File: src/rtl/mem_access_unit.sv
// mem_access_unit: fetch/load/store sequencer between the multi-cycle MIPS core and unified RAM.
// Optional macro MISALIGN_TRAP_EN: misaligned half/word requests skip RAM and complete with misalign=1.
module mem_access_unit #(
    parameter int ADDRESS_WIDTH = 32,
    parameter int DATA_WIDTH    = 32,
    parameter int MEM_LATENCY   = 1
) (
    input  logic                     CLK,
    input  logic                     RST,
    input  logic                     req_valid,
    output logic                     req_ready,
    input  logic                     req_fetch,
    input  logic                     req_write,
    input  logic [1:0]               req_size,
    input  logic                     req_unsigned,
    input  logic [ADDRESS_WIDTH-1:0] req_addr,
    input  logic [DATA_WIDTH-1:0]    req_wdata,
    output logic [ADDRESS_WIDTH-1:0] mem_addr,
    output logic [DATA_WIDTH-1:0]    mem_wdata,
    output logic                     mem_w_en,
    output logic [1:0]               mem_sel,
    input  logic [DATA_WIDTH-1:0]    mem_rdata,
    output logic [31:0]              IR,
    output logic [31:0]              MDR,
    output logic                     done,
    output logic                     misalign
);

    localparam int CW = (MEM_LATENCY > 1) ? $clog2(MEM_LATENCY) : 1;
    localparam logic [CW-1:0] CNT_INIT = CW'(MEM_LATENCY - 1);

    typedef enum logic [1:0] {
        IDLE,
        ACCESS,
        DONE
    } state_t;

    state_t state, state_nxt;

    logic [CW-1:0]            cnt;
    logic                     fetch_q;
    logic                     write_q;
    logic                     unsigned_q;
    logic                     mis_q;
    logic                     accept;
    logic                     last;
    logic [1:0]               sel_in;
    logic [ADDRESS_WIDTH-1:0] addr_in;
    logic [DATA_WIDTH-1:0]    wdata_in;
    logic                     mis_in;
    logic [7:0]               byte_lane;
    logic [15:0]              half_lane;
    logic [31:0]              ext;

    assign req_ready = (state == IDLE);
    assign accept    = req_valid && req_ready;
    assign last      = (state == ACCESS) && (cnt == '0);
    assign done      = (state == DONE);
    assign misalign  = done && mis_q;

    // Gated by RST too, so an abort drops the strobe with no edge needed
    assign mem_w_en = (state == ACCESS) && write_q
                   && (cnt == CNT_INIT) && !RST;

    // Request decode: fetches always read a full word
    always_comb begin
        sel_in   = req_fetch ? 2'b10 : req_size;
        addr_in  = req_addr;
        wdata_in = req_wdata;
        unique case (sel_in)
            2'b00: begin
                wdata_in = {4{req_wdata[7:0]}};
            end
            2'b01: begin
                addr_in[0] = 1'b0;
                wdata_in   = {2{req_wdata[15:0]}};
            end
            default: begin
                addr_in[1:0] = 2'b00;
            end
        endcase
`ifdef MISALIGN_TRAP_EN
        mis_in = ((sel_in == 2'b01) && req_addr[0])
              || (sel_in[1] && (req_addr[1:0] != 2'b00));
`else
        mis_in = 1'b0;
`endif
    end

    always_comb begin
        state_nxt = state;
        unique case (state)
            IDLE: begin
                if (accept) state_nxt = mis_in ? DONE : ACCESS;
            end
            ACCESS: begin
                if (cnt == '0) state_nxt = DONE;
            end
            DONE: begin
                state_nxt = IDLE;
            end
            default: begin
                state_nxt = IDLE;
            end
        endcase
    end

    // Lane extraction from the aligned little-endian read word
    always_comb begin
        byte_lane = mem_rdata[{mem_addr[1:0], 3'b000} +: 8];
        half_lane = mem_rdata[{mem_addr[1], 4'b0000} +: 16];
        unique case (mem_sel)
            2'b00:   ext = {{24{~unsigned_q & byte_lane[7]}}, byte_lane};
            2'b01:   ext = {{16{~unsigned_q & half_lane[15]}}, half_lane};
            default: ext = mem_rdata[31:0];
        endcase
    end

    always_ff @(posedge CLK or posedge RST) begin
        if (RST) begin
            state      <= IDLE;
            cnt        <= '0;
            fetch_q    <= 1'b0;
            write_q    <= 1'b0;
            unsigned_q <= 1'b0;
            mis_q      <= 1'b0;
            mem_addr   <= '0;
            mem_wdata  <= '0;
            mem_sel    <= 2'b00;
            IR         <= '0;
            MDR        <= '0;
        end else begin
            state <= state_nxt;
            if (accept) begin
                fetch_q    <= req_fetch;
                write_q    <= req_write && !req_fetch;
                unsigned_q <= req_unsigned;
                mis_q      <= mis_in;
                mem_addr   <= addr_in;
                mem_wdata  <= wdata_in;
                mem_sel    <= sel_in;
                cnt        <= CNT_INIT;
            end else if ((state == ACCESS) && (cnt != '0)) begin
                cnt <= cnt - 1'b1;
            end
            if (last && !write_q) begin
                if (fetch_q) IR <= ext;
                else         MDR <= ext;
            end
        end
    end

endmodule
File: config.mk
export PLATFORM = sky130hd
export DESIGN_NAME = mem_access_unit
export DESIGN_NICKNAME = d
export VERILOG_FILES = /design/src/rtl/mem_access_unit.sv
export SDC_FILE = /design/constraint.sdc
export NUM_CORES = 1
export LEC_CHECK = 0
export ABC_AREA = 1
export ABC_CLOCK_PERIOD_IN_PS = 5100
export BUFFER_PORTS_ARGS = -buffer_cell sky130_fd_sc_hd__buf_4
export CAP_MARGIN = 20
export CORE_MARGIN = 5
export CORE_UTILIZATION = 28
export CTS_CLUSTER_DIAMETER = 50
export DETAILED_ROUTE_END_ITERATION = 10
export SKIP_CTS_REPAIR_TIMING = 1
export SKIP_LAST_GASP = 1
export SYNTH_ARGS = -nofsm -noshare
export SYNTH_HDL_FRONTEND = slang
export SYNTH_SLANG_ARGS = --single-unit
File: constraint.sdc
create_clock -name CLK -period 5.1 [get_ports CLK]
set_clock_uncertainty 0.2 [all_clocks]
set_input_delay 1.02 -clock CLK [delete_from_list [all_inputs] [get_ports CLK]]
set_output_delay 1.02 -clock CLK [all_outputs]
set_load 0.005 [all_outputs]
* Word-level counts from Yosys, hierarchy flattened
Index checks and enable logic that the tools add are counted.
Storage, ports and cells: memory bits (writable) 0, memory bits (read-only) 0, logic and storage cells 53, input bits 104, memories 0, output and inout bits 134, bits in registers 136, bits in latches 0
Cells by class: eq/ne operators 6, multiply operators 0, magnitude comparators 0, muxes and demuxes 10, bitwise gates (word level) 5, reduce and logical (&&, ||, !) cells 19, shift operators 2, add/sub/neg operators 1, div/mod/pow operators 0
Operator list (count):
- one-hot mux 32 bit (2 select lines) | 2
- variable part select 32 x 6 -> 16 bit | 1
- variable part select 32 x 6 -> 8 bit | 1
- logical AND 1 bit | 8
- == test 2 x 1 -> 1 bit (second input constant) | 3
- zero test 2 bit | 3
- 2-to-1 mux 2 bit | 3
- AND reduction 2 bit | 3
- 2-to-1 mux 1 bit | 4
- one-hot mux 2 bit (2 select lines) | 1
- zero test 1 bit | 3
- NOT 1 bit | 3
- AND 1 bit | 2
- == test 2 bit (second input constant) | 1
- != test 2 x 1 -> 1 bit (second input constant) | 1
- != test 2 bit (second input constant) | 1
- nonzero test 2 bit | 1
- OR reduction 2 bit | 1
- subtractor 1 bit (second input constant) | 1

* Logic depth before layout (Yosys ltp)
depth in word-level cells 4, depth in mapped cells 11, depth with buffers taken out 9

* Worst setup path after synthesis
Ideal clock, no wire load.
path kind input to output, start point in RST, end point out mem_w_en, arrival 1.316 ns, required time 3.880 ns, slack 2.564 ns, stages 1, path buffers 0, cells stage by stage nor4_1
On the way: word-level cells in the longest chain between the ends 2
Ends and longest elaborated chain:
- start: declaration | line 9 | input logic RST,
- zero test 1 bit (no line)
- logical AND 1 bit | line 63 | && (cnt == CNT_INIT) && !RST;
- end: declaration | line 20 | output logic mem_w_en,
No other way between the ends.

* Final worst setup path
Ends and elaborated chain as after synthesis.

==> flow_summary_export.csv <==
group,metric,value,unit
outcome,outcome,"completed",
final_layout,drive_gt1_frac,0.315,
synth,syn_inst,759,
floorplan,fp.dieW,158,microns
timing,grt_setup_unrepaired,"no",
floorplan,rows,54,
synth,synth_cell_type_count,24,
worst_setup_path,rr_worst_depth,8,
synth,seq_area_frac_synth,0.554,
routing,drtIter0Drc,288,
power,ir_drop,201,uV
final_layout,final_util,0.403,
timing,slew_headroom,0.398,
routing,vias,5716,
cts,cts_tree,"built",
worst_hold_path,hold_class,"register to register",
synth,synth_async_sr_flop_share,1.00,
timing,setup_tns,0,ns
final_layout,instances_no_fill,1275,
synth,muxShareOfSynthArea,0,
routing,viasPerCell,4.48,
placed_design,dpl_cell_area,8120,sq um
worst_hold_path,holdPathStages,2,
floorplan,ios,238,
synth,synthesis.area,6150,sq um
cts,cts_sinks,136,
synth,synth_fa_ha_area_frac,0,
timing,worstMarginPinSlew,0.902,ns
worst_setup_path,crit_type,"primary input to output port",
timing,fin_crit,2.86,ns
timing,fin_crit_sh,0.561,
final_layout,area_delta_synth_final,42.3,%
placed_design,port_buffers,236,
placed_design,gp_congestion,0.838,
synth,synth_nets,863,
job,drv_cap,0,
routing,post-route-drc-count,0,
synth,synth_area_per_cell,8.10,sq um
synth,synth_compound_area_frac,0.0598,
power,p_leak,4.90,nW
timing,report.final.slew_viol_count,0,
synth,synthXorXnorAreaFrac,0,
floorplan,floorplan.core_area,21700,sq um
cts,htreeDepth,4,
global_routing,grt_pass1_vias,5794,
global_routing,grtUsageTotal,0.167,
floorplan,start_util,0.283,
routing,wl,21.1,mm
worst_setup_path,worst-r2r-setup-slack,2.60,ns
routing,ant_nets,0,
placed_design,dpl.hpwl,15.3,mm
floorplan,die_y,158,microns
worst_hold_path,hold_end,"IR[13]",
cts,clockBufferDepth,2,
worst_setup_path,worst_setup_path_end_kind,"output port",
worst_setup_path,critPathLaunchType,"primary input",
worst_setup_path,reg2reg_to,"MDR[5]",
global_routing,grt_pass1_wl,32.2,mm
worst_setup_path,cp_data_arrival_time,1.64,ns
floorplan,dieArea,25000,sq um
final_layout,final_common_cell,"nand2_1",
routing,firstDrtPassIters,5,
cts,path_clk_slew,0.06,ns
worst_hold_path,hold_start,"IR[13]",
cts,root_buffer,"clkbuf_16",
global_routing,grt_max_degree,89,
timing,hold_viol,0,
timing,setup_viol,0,
final_layout,fillCellCount,2226,
global_routing,antenna_found_initial,0,
final_layout,final_cell_mix,"nand2_1 (434), buf_4 (242), dfrtp_1 (136)",
final_layout,final_cell_area,8750,sq um
power,power.density,508,nW/um^2
final_layout,nets,1086,
worst_setup_path,critPathRequiredTime,3.88,ns
global_routing,grt_overflow,0,
final_layout,insertedDiodeCount,0,
routing,routedWlPerCell,16.6,microns
worst_setup_path,cp_max_fo,2,
synth,ys_ff_latch,136,
synth,synth-simple-area-share,0.330,
synth,synth_edf_count,0,
cts,clock_latency,0.42,ns
cts,cts_buffers,17,
placed_design,place_inst,1243,
synth,yosys_warnings,0,
final_layout,multiInputGateArea,2400,sq um
final_layout,seqCellArea,3400,sq um
timing,max_freq,349,MHz
synth,synth-main-ff-cell,"dfrtp_1",
worst_setup_path,regToRegStartpoint,"state[1]",
synth,synth_top_family_by_area,"simple AND/OR/NAND/NOR gates",
## cell usage after synthesis, types with 2 or more instances
| cell type | count | area [sq um] |
|---|---|---|
| o22ai_1 | 9 | 56.3 |
| dfrtp_1 | 136 | 3400 |
| a21oi_1 | 10 | 50.1 |
| buf_4 | 3 | 22.5 |
| o21ai_0 | 25 | 125 |
| inv_1 | 33 | 124 |
| buf_2 | 15 | 75.1 |
| nand3_1 | 12 | 60.1 |
| buf_6 | 3 | 33.8 |
| o211ai_1 | 17 | 128 |
| nand2_1 | 434 | 1630 |
| inv_2 | 3 | 11.3 |
| nor2_2 | 3 | 18.8 |
| inv_4 | 2 | 12.5 |
| nor2_1 | 5 | 18.8 |
| clkbuf_1 | 17 | 63.8 |
| nand2_2 | 2 | 12.5 |
| nand3_2 | 23 | 230 |
| nand2_4 | 2 | 22.5 |
## stage by stage
step           hold slack [ns]  total power, mW  setup slack, ns
6_report                 0.279             4.44             2.24
5_1_grt                  0.297             4.75             2.21
4_1_cts                  0.285             4.52             2.24
3_5_place_dp             0.266             3.17             2.25
3_3_place_gp             0.264             3.16             2.32
2_1_floorplan            0.263             2.29            0.241
## metal layers
| layer | GRT usage | vias up | wire length (microns) |
|---|---|---|---|
| li1 | - | 2807 | - |
| met1 | 0.219 | 2658 | 9070 |
| met2 | 0.262 | 233 | 9600 |
| met3 | 0.0631 | 18 | 2220 |
| met5 | 0 | - | 0 |
| met4 | 0.0414 | 0 | 237 |
## how the worst max path moves through the flow
| stage | startpoint | endpoint | slack (ns) | cells after the start |
|---|---|---|---|---|
| after floorplan | RST | IR[0] | 0.24 | 1 |
| after global placement | RST | mem_w_en | 2.32 | 3 |
| after detailed placement | RST | mem_w_en | 2.25 | 3 |
| after CTS | RST | mem_w_en | 2.24 | 3 |
| after global routing | RST | mem_w_en | 2.21 | 3 |
| final | RST | mem_w_en | 2.24 | 3 |
## logic make-up (layout without fill, tap and decap cells)
family                 count (synthesis)  after routing
buffers and inverters                 76            312
AOI/OAI and AO/OA                     62             62
other                                  1              1
DFF                                  136            136
and+or+nand+nor                      484            484
## power by group
group          switching [mW]  internal (mW)
clock network           0.520          0.797
logic                   0.708          0.725
registers               0.239           1.45
## cell type report
type                       count  area share
sequential                   136       0.389
inverter                      38      0.0174
clock inverter                14      0.0212
clock buffer                  18      0.0502
multi-input combinational    547       0.274
timing repair buffer         242       0.208
tap                          280      0.0400
## critical path: stages
cell	delay (ns)
buf_4	0.14
nor4_1	0.31
buf_4	0.17
## sequential cells by signal, summed over array words and instances (netlist names)
signal and flops:
IR 32, mem_sel 2, state 2, mem_addr 32, MDR 32, mem_wdata 32
fetch_q 1, write_q 1, cnt 1, unsigned_q 1
Note: power is estimated with default switching activity, not from simulation.
